===== config.mk =====
export PLATFORM = sky130hd
export DESIGN_NAME = controle_muldiv_flat
export DESIGN_NICKNAME = d
export VERILOG_FILES = /design/src/rtl/controle_muldiv_if.sv /design/src/rtl/controle_muldiv.sv /design/src/flat_wrapper.sv
export SDC_FILE = /design/constraint.sdc
export NUM_CORES = 1
export LEC_CHECK = 0
export CAP_MARGIN = 20
export CELL_PAD_IN_SITES_DETAIL_PLACEMENT = 1
export CELL_PAD_IN_SITES_GLOBAL_PLACEMENT = 1
export CORE_MARGIN = 2
export CORE_UTILIZATION = 44
export CTS_CLUSTER_SIZE = 20
export DETAILED_ROUTE_END_ITERATION = 10
export PLACE_DENSITY_LB_ADDON = 0.15
export SLEW_MARGIN = 10
export SYNTH_ARGS = -nofsm -noshare
export SYNTH_HDL_FRONTEND = slang
export SYNTH_SLANG_ARGS = --single-unit

===== constraint.sdc =====
create_clock -name clock -period 4.5 [get_ports clock]
set_clock_uncertainty 0.2 [all_clocks]
set_input_delay 1.35 -clock clock [delete_from_list [all_inputs] [get_ports clock]]
set_output_delay 1.35 -clock clock [all_outputs]
set_load 0.03 [all_outputs]

===== src/rtl/controle_muldiv_if.sv =====
`default_nettype none
// +----------------------------------------------------------------------+
// | controle_muldiv_if                                                   |
// | Decode-side request/response bundle for the HI/LO mul/div sequencer. |
// | Rev 1.0                                                              |
// +----------------------------------------------------------------------+
interface controle_muldiv_if #(
   parameter int WIDTH = 32
);
   logic             start;
   logic [1:0]       fnsel;
   logic [WIDTH-1:0] a;
   logic [WIDTH-1:0] b;
   logic             rdhilo;
   logic             wrhi;
   logic             wrlo;
   logic [WIDTH-1:0] wdata;
   logic             flush;
   logic [WIDTH-1:0] hi;
   logic [WIDTH-1:0] lo;
   logic             busy;
   logic             done;
   logic             divzero;
   logic             stall;

   modport master (
      output start, fnsel, a, b, rdhilo, wrhi, wrlo, wdata, flush,
      input  hi, lo, busy, done, divzero, stall
   );

   modport slave (
      input  start, fnsel, a, b, rdhilo, wrhi, wrlo, wdata, flush,
      output hi, lo, busy, done, divzero, stall
   );
endinterface
`default_nettype wire


===== src/rtl/controle_muldiv.sv =====
`default_nettype none
// +----------------------------------------------------------------------+
// | controle_muldiv                                                      |
// | Multi-cycle shift-add multiply / restoring divide owning HI and LO.  |
// | Rev 1.0                                                              |
// +----------------------------------------------------------------------+
module controle_muldiv #(
   parameter int WIDTH = 32
) (
   input  wire logic          clock,
   input  wire logic          reset,
   controle_muldiv_if.slave   bus
);
   localparam int CNT_W = $clog2(WIDTH);

   typedef enum logic [2:0] {
      S_IDLE = 3'd0,
      S_PREP = 3'd1,
      S_RUN  = 3'd2,
      S_FIX  = 3'd3,
      S_DONE = 3'd4
   } state_t;

   state_t             state_q, state_d;
   logic [1:0]         fn_q, fn_d;
   logic [WIDTH-1:0]   a_q, a_d;
   logic [WIDTH-1:0]   b_q, b_d;
   logic [2*WIDTH-1:0] acc_q, acc_d;
   logic [WIDTH:0]     rem_q, rem_d;
   logic [CNT_W-1:0]   cnt_q, cnt_d;
   logic               sgn_res_q, sgn_res_d;
   logic               sgn_rem_q, sgn_rem_d;
   logic               dz_q, dz_d;
   logic [WIDTH-1:0]   hi_q, hi_d;
   logic [WIDTH-1:0]   lo_q, lo_d;

   logic               is_div;
   logic               neg_a, neg_b;
   logic [WIDTH-1:0]   abs_a, abs_b;
   logic [WIDTH:0]     mul_sum;
   logic [WIDTH:0]     div_shift, div_diff;
   logic [2*WIDTH-1:0] prod;
   logic [WIDTH-1:0]   quo, rmd;
   logic               mt_ok;

   always_comb begin
      is_div    = fn_q[1];
      // fnsel[0] clear selects the signed variant of both mul and div
      neg_a     = ~fn_q[0] & a_q[WIDTH-1];
      neg_b     = ~fn_q[0] & b_q[WIDTH-1];
      abs_a     = neg_a ? -a_q : a_q;
      abs_b     = neg_b ? -b_q : b_q;
      mul_sum   = {1'b0, acc_q[2*WIDTH-1:WIDTH]} + {1'b0, a_q};
      div_shift = {rem_q[WIDTH-1:0], acc_q[WIDTH-1]};
      div_diff  = div_shift - {1'b0, b_q};
      prod      = sgn_res_q ? -acc_q : acc_q;
      quo       = sgn_res_q ? -acc_q[WIDTH-1:0] : acc_q[WIDTH-1:0];
      rmd       = sgn_rem_q ? -rem_q[WIDTH-1:0] : rem_q[WIDTH-1:0];
      mt_ok     = (state_q == S_IDLE) || (state_q == S_DONE);
   end

   always_comb begin
      state_d   = state_q;
      fn_d      = fn_q;
      a_d       = a_q;
      b_d       = b_q;
      acc_d     = acc_q;
      rem_d     = rem_q;
      cnt_d     = cnt_q;
      sgn_res_d = sgn_res_q;
      sgn_rem_d = sgn_rem_q;
      dz_d      = dz_q;
      hi_d      = hi_q;
      lo_d      = lo_q;

      case (state_q)
         S_IDLE, S_DONE: begin
            if (bus.start && !bus.flush) begin
               fn_d    = bus.fnsel;
               a_d     = bus.a;
               b_d     = bus.b;
               dz_d    = 1'b0;
               state_d = S_PREP;
            end else begin
               state_d = S_IDLE;
            end
         end
         S_PREP: begin
            if (bus.flush) begin
               state_d = S_IDLE;
            end else if (is_div && (b_q == '0)) begin
               hi_d    = a_q;
               lo_d    = '1;
               dz_d    = 1'b1;
               state_d = S_DONE;
            end else begin
               a_d       = abs_a;
               b_d       = abs_b;
               sgn_res_d = neg_a ^ neg_b;
               sgn_rem_d = neg_a;
               acc_d     = {{WIDTH{1'b0}}, is_div ? abs_a : abs_b};
               rem_d     = '0;
               cnt_d     = '0;
               state_d   = S_RUN;
            end
         end
         S_RUN: begin
            if (bus.flush) begin
               state_d = S_IDLE;
            end else begin
               if (is_div) begin
                  // restore by keeping the shifted value when the trial subtract borrows
                  rem_d = div_diff[WIDTH] ? div_shift : div_diff;
                  acc_d = {acc_q[2*WIDTH-1:WIDTH], acc_q[WIDTH-2:0], ~div_diff[WIDTH]};
               end else if (acc_q[0]) begin
                  acc_d = {mul_sum, acc_q[WIDTH-1:1]};
               end else begin
                  acc_d = {1'b0, acc_q[2*WIDTH-1:1]};
               end
               cnt_d = cnt_q + 1'b1;
               if (cnt_q == CNT_W'(WIDTH-1)) begin
                  state_d = S_FIX;
               end
            end
         end
         S_FIX: begin
            if (bus.flush) begin
               state_d = S_IDLE;
            end else begin
               if (is_div) begin
                  hi_d = rmd;
                  lo_d = quo;
               end else begin
                  hi_d = prod[2*WIDTH-1:WIDTH];
                  lo_d = prod[WIDTH-1:0];
               end
               state_d = S_DONE;
            end
         end
         default: state_d = S_IDLE;
      endcase

      if (mt_ok && bus.wrhi) begin
         hi_d = bus.wdata;
      end
      if (mt_ok && bus.wrlo) begin
         lo_d = bus.wdata;
      end
   end

   always_ff @(posedge clock) begin
      if (!reset) begin
         state_q   <= S_IDLE;
         fn_q      <= '0;
         a_q       <= '0;
         b_q       <= '0;
         acc_q     <= '0;
         rem_q     <= '0;
         cnt_q     <= '0;
         sgn_res_q <= 1'b0;
         sgn_rem_q <= 1'b0;
         dz_q      <= 1'b0;
         hi_q      <= '0;
         lo_q      <= '0;
      end else begin
         state_q   <= state_d;
         fn_q      <= fn_d;
         a_q       <= a_d;
         b_q       <= b_d;
         acc_q     <= acc_d;
         rem_q     <= rem_d;
         cnt_q     <= cnt_d;
         sgn_res_q <= sgn_res_d;
         sgn_rem_q <= sgn_rem_d;
         dz_q      <= dz_d;
         hi_q      <= hi_d;
         lo_q      <= lo_d;
      end
   end

   logic busy;
   assign busy        = (state_q == S_PREP) || (state_q == S_RUN) || (state_q == S_FIX);
   assign bus.busy    = busy;
   assign bus.done    = (state_q == S_DONE);
   assign bus.divzero = (state_q == S_DONE) && dz_q;
   assign bus.stall   = busy & (bus.start | bus.rdhilo | bus.wrhi | bus.wrlo);
   assign bus.hi      = hi_q;
   assign bus.lo      = lo_q;
endmodule
`default_nettype wire

===== src/flat_wrapper.sv =====
// flat-port wrapper written by rule: the top's interface ports become plain ports
module controle_muldiv_flat 
#(
   parameter int WIDTH = 32
)
  (clock, reset, bus_start, bus_fnsel, bus_a, bus_b, bus_rdhilo, bus_wrhi, bus_wrlo, bus_wdata, bus_flush, bus_hi, bus_lo, bus_busy, bus_done, bus_divzero, bus_stall);
  controle_muldiv_if #(.WIDTH(WIDTH)) bus_i ();
  input  wire logic clock;
  input  wire logic reset;
  input wire logic [$bits(bus_i.start)-1:0] bus_start;
  input wire logic [$bits(bus_i.fnsel)-1:0] bus_fnsel;
  input wire logic [$bits(bus_i.a)-1:0] bus_a;
  input wire logic [$bits(bus_i.b)-1:0] bus_b;
  input wire logic [$bits(bus_i.rdhilo)-1:0] bus_rdhilo;
  input wire logic [$bits(bus_i.wrhi)-1:0] bus_wrhi;
  input wire logic [$bits(bus_i.wrlo)-1:0] bus_wrlo;
  input wire logic [$bits(bus_i.wdata)-1:0] bus_wdata;
  input wire logic [$bits(bus_i.flush)-1:0] bus_flush;
  output wire logic [$bits(bus_i.hi)-1:0] bus_hi;
  output wire logic [$bits(bus_i.lo)-1:0] bus_lo;
  output wire logic [$bits(bus_i.busy)-1:0] bus_busy;
  output wire logic [$bits(bus_i.done)-1:0] bus_done;
  output wire logic [$bits(bus_i.divzero)-1:0] bus_divzero;
  output wire logic [$bits(bus_i.stall)-1:0] bus_stall;
  assign bus_i.start = bus_start;
  assign bus_i.fnsel = bus_fnsel;
  assign bus_i.a = bus_a;
  assign bus_i.b = bus_b;
  assign bus_i.rdhilo = bus_rdhilo;
  assign bus_i.wrhi = bus_wrhi;
  assign bus_i.wrlo = bus_wrlo;
  assign bus_i.wdata = bus_wdata;
  assign bus_i.flush = bus_flush;
  assign bus_hi = bus_i.hi;
  assign bus_lo = bus_i.lo;
  assign bus_busy = bus_i.busy;
  assign bus_done = bus_i.done;
  assign bus_divzero = bus_i.divzero;
  assign bus_stall = bus_i.stall;
  controle_muldiv #(.WIDTH(WIDTH)) u_core (.clock(clock), .reset(reset), .bus(bus_i));
endmodule

==> results by stage <==
Run status:
- The flow ran to the end, and the final reports show no timing, DRC or antenna violations.

Drt:
- The iteration count of the initial detailed-routing pass is 5.
- The number of vias per cell after detailed routing is 6.49.
- In this run the remaining antenna-violating nets after routing total 0.
- For this block, the routed nets add up to 83.1 mm of wire.
- The detailed router placed 20100 vias in this run.
- After detailed routing, the number of remaining DRC violations is 0.
- In the final routed layout, each cell accounts on average for 26.7 um.
- For this block, the initial DRC count from the detailed router was 1832.

Critical path:
- The critical path starts at bus_start.
- Along the worst path, the maximum fanout reaches 2.
- The cell that appears most often on the critical path is clkdlybuf4s50_1.
- The critical path goes through clkdlybuf4s50_1 -> nor4_1 -> nor3_1 -> clkdlybuf4s50_1.
- The classification of the worst setup path is input pin to output pin.
- STA classifies the critical path startpoint as an input pin.
- The startpoint identified for the worst register-to-register timing path is u_core.acc_q[31]$_SDFFE_PN0P_.
- The kind of capture point of the worst setup path is an output pin.
- Data on the critical path is required at its endpoint by 2.95 ns.
- In this design, the stage delay of the slowest critical-path cell is 0.62 ns.
- The data arrival time of the worst path is 2.79 ns.
- The largest individual stage delay along the critical path comes from the cell clkdlybuf4s50_1.

Synthesis:
- Of all flip-flops after synthesis, the portion carrying an async set or reset was 0%.
- In this run the biggest area consumer among cell types represents 25.7% of the synthesized area.
- The number of flops mapped to enable cells by yosys is 0.
- Yosys printed 0 warnings.
- nand2_1 is the most common cell in the netlist.
- The net count of the mapped netlist is 2629.
- The count of distinct cell types in the synthesized netlist is 95.
- The biggest area contributor in the post-synthesis netlist is dfxtp_1.
- The mapped netlist covers 0.0185 sq mm.
- Ranked by total cell area, the synthesized netlist is headed by dfxtp_1, xnor2_1, nand2_1, a21oi_1, o21ai_0.
- The share of synthesized area occupied by flip-flops and latches is 25.7%.
- The flop and latch count out of synthesis is 237.
- The mean instance size in the synthesized netlist is 7.53 sq um.
- The predominant post-synthesis flop cell is dfxtp_1.
- Counting instances in the post-synthesis netlist gives the leading cell types as nand2_1, dfxtp_1, a21oi_1, o21ai_0, nor2_1.
- In the synthesized netlist, the number of instances is 2452.

Clock tree:
- The number of H-tree levels is 1.
- The worst-case clock buffer depth is 3.
- The clock net in this run drives a total of 237 sinks.
- The number of buffers created by CTS is 30.
- The TritonCTS clock tree is yes.
- The clock latency on the worst-skew pair is 0.62 ns.
- The CTS clock-pin slew for the worst setup and hold paths is 0.06 ns.
- The number of instances resized during post-cts repair is 0.
- For this design, the CTS-stage hold fixing added 0 buffers.
- The cell sitting at the root of the clock tree is a clkbuf_16.
- Buffers added to address setup during post-CTS repair amount to 0.

Floorplanning:
- The horizontal extent of the die is 209 um.
- The number of ports placed on the die boundary is 173.
- Measured along the y axis, the die boundary spans 209 um.
- The area inside the core boundary is 0.0417 sq mm.
- The die footprint is 0.0436 sq mm.
- The number of rows in the core area is 75.
- Once the floorplan was initialized, standard cells occupied 44.3% of the core.

Global route:
- The number of global-route vias before repair is 19800.
- The total overflow reported by the global router is 0.
- The initial antenna violation count is 0.
- Entering global routing, the biggest net connects 86 pins.
- The global router's overall resource usage is 36.9%.
- In the global route stage, met2 resource usage came out at 55.9%.
- The met1 track utilization from global routing is 49.3%.
- The busiest layer in global routing is met2.
- Global routing used 5.94% of the available met3 tracks.
- The first global-routing pass estimated 124 mm of wire.

Layout:
- Of the cells placed in the final design, the portion with a size suffix greater than 1 is 6.35%.
- The layout net count is 2720.
- The area taken by multi-input logic gates is 0.0129 sq mm.
- The filler cell count is 5175.
- 0 antenna diodes ended up in the layout.
- Relative to the synthesized area, the layout overhead comes to 17.9%.
- The sequential cell area in the final layout is 0.00475 sq mm.
- For this run, the number of standard cells in the final layout without fillers is 3106.

Timing:
- The final critical path takes up 96.4% of the cycle.
- The count of final setup violators is 0.
- The worst path needs 4.34 ns of the cycle, external delays included.
- The total count of max-transition violations in the final report is 0.
- Static timing analysis puts the maximum clock frequency at 231 MHz.
- The number of hold-slack violations in the final timing report is 0.
- The actual transition at the worst max-transition pin is 1.10 ns.
- The post-route worst hold slack is 0.258 ns.
- Measured against its own limit, the worst slew margin works out to 26.0%.
- Adding up every negative setup slack in the final design gives 0 ns.
- Setup repair after global routing left no endpoint under its margin.

Hold path:
- The hold path startpoint is u_core.bus.lo[24]$_SDFFE_PN0P_.
- The class of the most critical hold timing path is flip-flop to flip-flop.

Place:
- The instance count after placement with tap cells included is 3049.
- Once detailed placement completed, the half-perimeter wirelength came to 64.4 mm.
- The count of buffers from port buffering is 172.
- The routability congestion estimate from global placement is 0.960.

Pwr:
- In this run the static leakage power is 0.00835 uW.
- The ratio of total power to cell area is 306 mW/mm^2.
- The maximum VDD drop is 0.000235 V.

Flow run:
- The max-cap check violation count is 0.
placed cells by master (no fill, tap or decap), types with 20 or more instances in the layout:
| cell type | synthesis | routed |
|---|---|---|
| nand2_1 | 290 | 289 |
| o22ai_1 | 28 | 28 |
| a21oi_1 | 181 | 178 |
| dfxtp_1 | 237 | 235 |
| inv_1 | 56 | 56 |
| buf_4 | 2 | 57 |
| and2_1 | 48 | 48 |
| nand2b_1 | 21 | 20 |
| a31oi_1 | 26 | 26 |
| xor2_1 | 50 | 50 |
| ha_1 | 70 | 70 |
| nand3_1 | 48 | 48 |
| nor2b_1 | 30 | 30 |
| nor2_1 | 176 | 175 |
| o21ai_0 | 178 | 178 |
| a21boi_0 | 35 | 35 |
| mux2i_1 | 56 | 56 |
| a22oi_1 | 31 | 31 |
| a211oi_1 | 33 | 32 |
| o31ai_1 | 38 | 38 |
| o211ai_1 | 36 | 36 |
| clkdlybuf4s50_1 | 0 | 171 |
| clkbuf_16 | 0 | 30 |
| a21o_1 | 31 | 31 |
| a21boi_1 | 27 | 27 |
| o21ai_1 | 49 | 49 |
| nor3_1 | 52 | 52 |
| o221ai_1 | 47 | 47 |
| xnor2_1 | 141 | 141 |
where the power goes:
| part | switching (uW) | internal [uW] |
|---|---|---|
| clock network | 1080 | 1580 |
| registers | 141 | 2200 |
| logic | 1030 | 631 |
stage by stage:
| stage | power [uW] | setup WS (ns) | cell area, sq um | utilization [%] |
|---|---|---|---|---|
| floorplan | 3340 | 0.915 | 18500 | - |
| global placement | 3950 | 0.133 | 20700 | 49.6 |
| detailed placement | 4000 | 0.156 | 20700 | 49.6 |
| CTS | 6630 | 0.151 | 21700 | 52.2 |
| global route | 6860 | 0.0357 | 21800 | 52.2 |
| finish | 6650 | 0.163 | 21800 | 52.2 |
final cells by class:
type,instances,area share [%]
Multi-Input combinational cell,1987,59.1
Sequential cell,237,21.8
Timing Repair Buffer,231,10.1
Clock buffer,42,3.98
Tap cell,539,3.10
Inverter,56,0.966
Clock inverter,14,0.943
state kept, by name (all words and copies together), names as in the netlist:
register / flops
u_core.dz_q: 1
u_core.fn_q: 2
u_core.b_q: 32
u_core.bus.lo: 32
u_core.sgn_res_q: 1
u_core.a_q: 32
u_core.cnt_q: 5
u_core.acc_q: 64
u_core.bus.hi: 32
u_core.sgn_rem_q: 1
u_core.state_q: 3
u_core.rem_q: 32
per-layer routing:
| metal | routed length [um] | vias up |
|---|---|---|
| met5 | 0 | - |
| met4 | 5620 | 0 |
| met3 | 7000 | 173 |
| met2 | 35200 | 868 |
| met1 | 35300 | 9936 |
| li1 | - | 9171 |
worst max-delay path: cells and delay by family:
| family | cells | cell delay, ns |
|---|---|---|
| buffers and inverters | 2 | 1.06 |
| and+or+nand+nor | 2 | 0.37 |
final timing paths:
check                                         to  slack, ns  cells past startpoint
setup reg to reg    u_core.rem_q[1]$_SDFFE_PN0P_       0.24                     13
hold / removal    u_core.bus.lo[24]$_SDFFE_PN0P_       0.26                      2
hold reg to reg   u_core.bus.lo[24]$_SDFFE_PN0P_       0.26                      2
setup / recovery                       bus_stall       0.16                      4
kinds of logic (layout without fill, tap and decap cells):
logic type               Yosys count  count (layout)  share of synthesized area (%)
adder cells (fa/ha/maj)           72              72                           4.96
XOR/XNOR                         191             191                           9.06
AND/OR/NAND/NOR                  801             801                           21.3
flip-flops                       237             237                           25.7
multiplexers                      58              58                           3.28
AO/OA/AOI/OAI                    865             865                           30.8
buffers and inverters            228             343                           4.95
No activity file was read; power rests on OpenSTA's default activity.
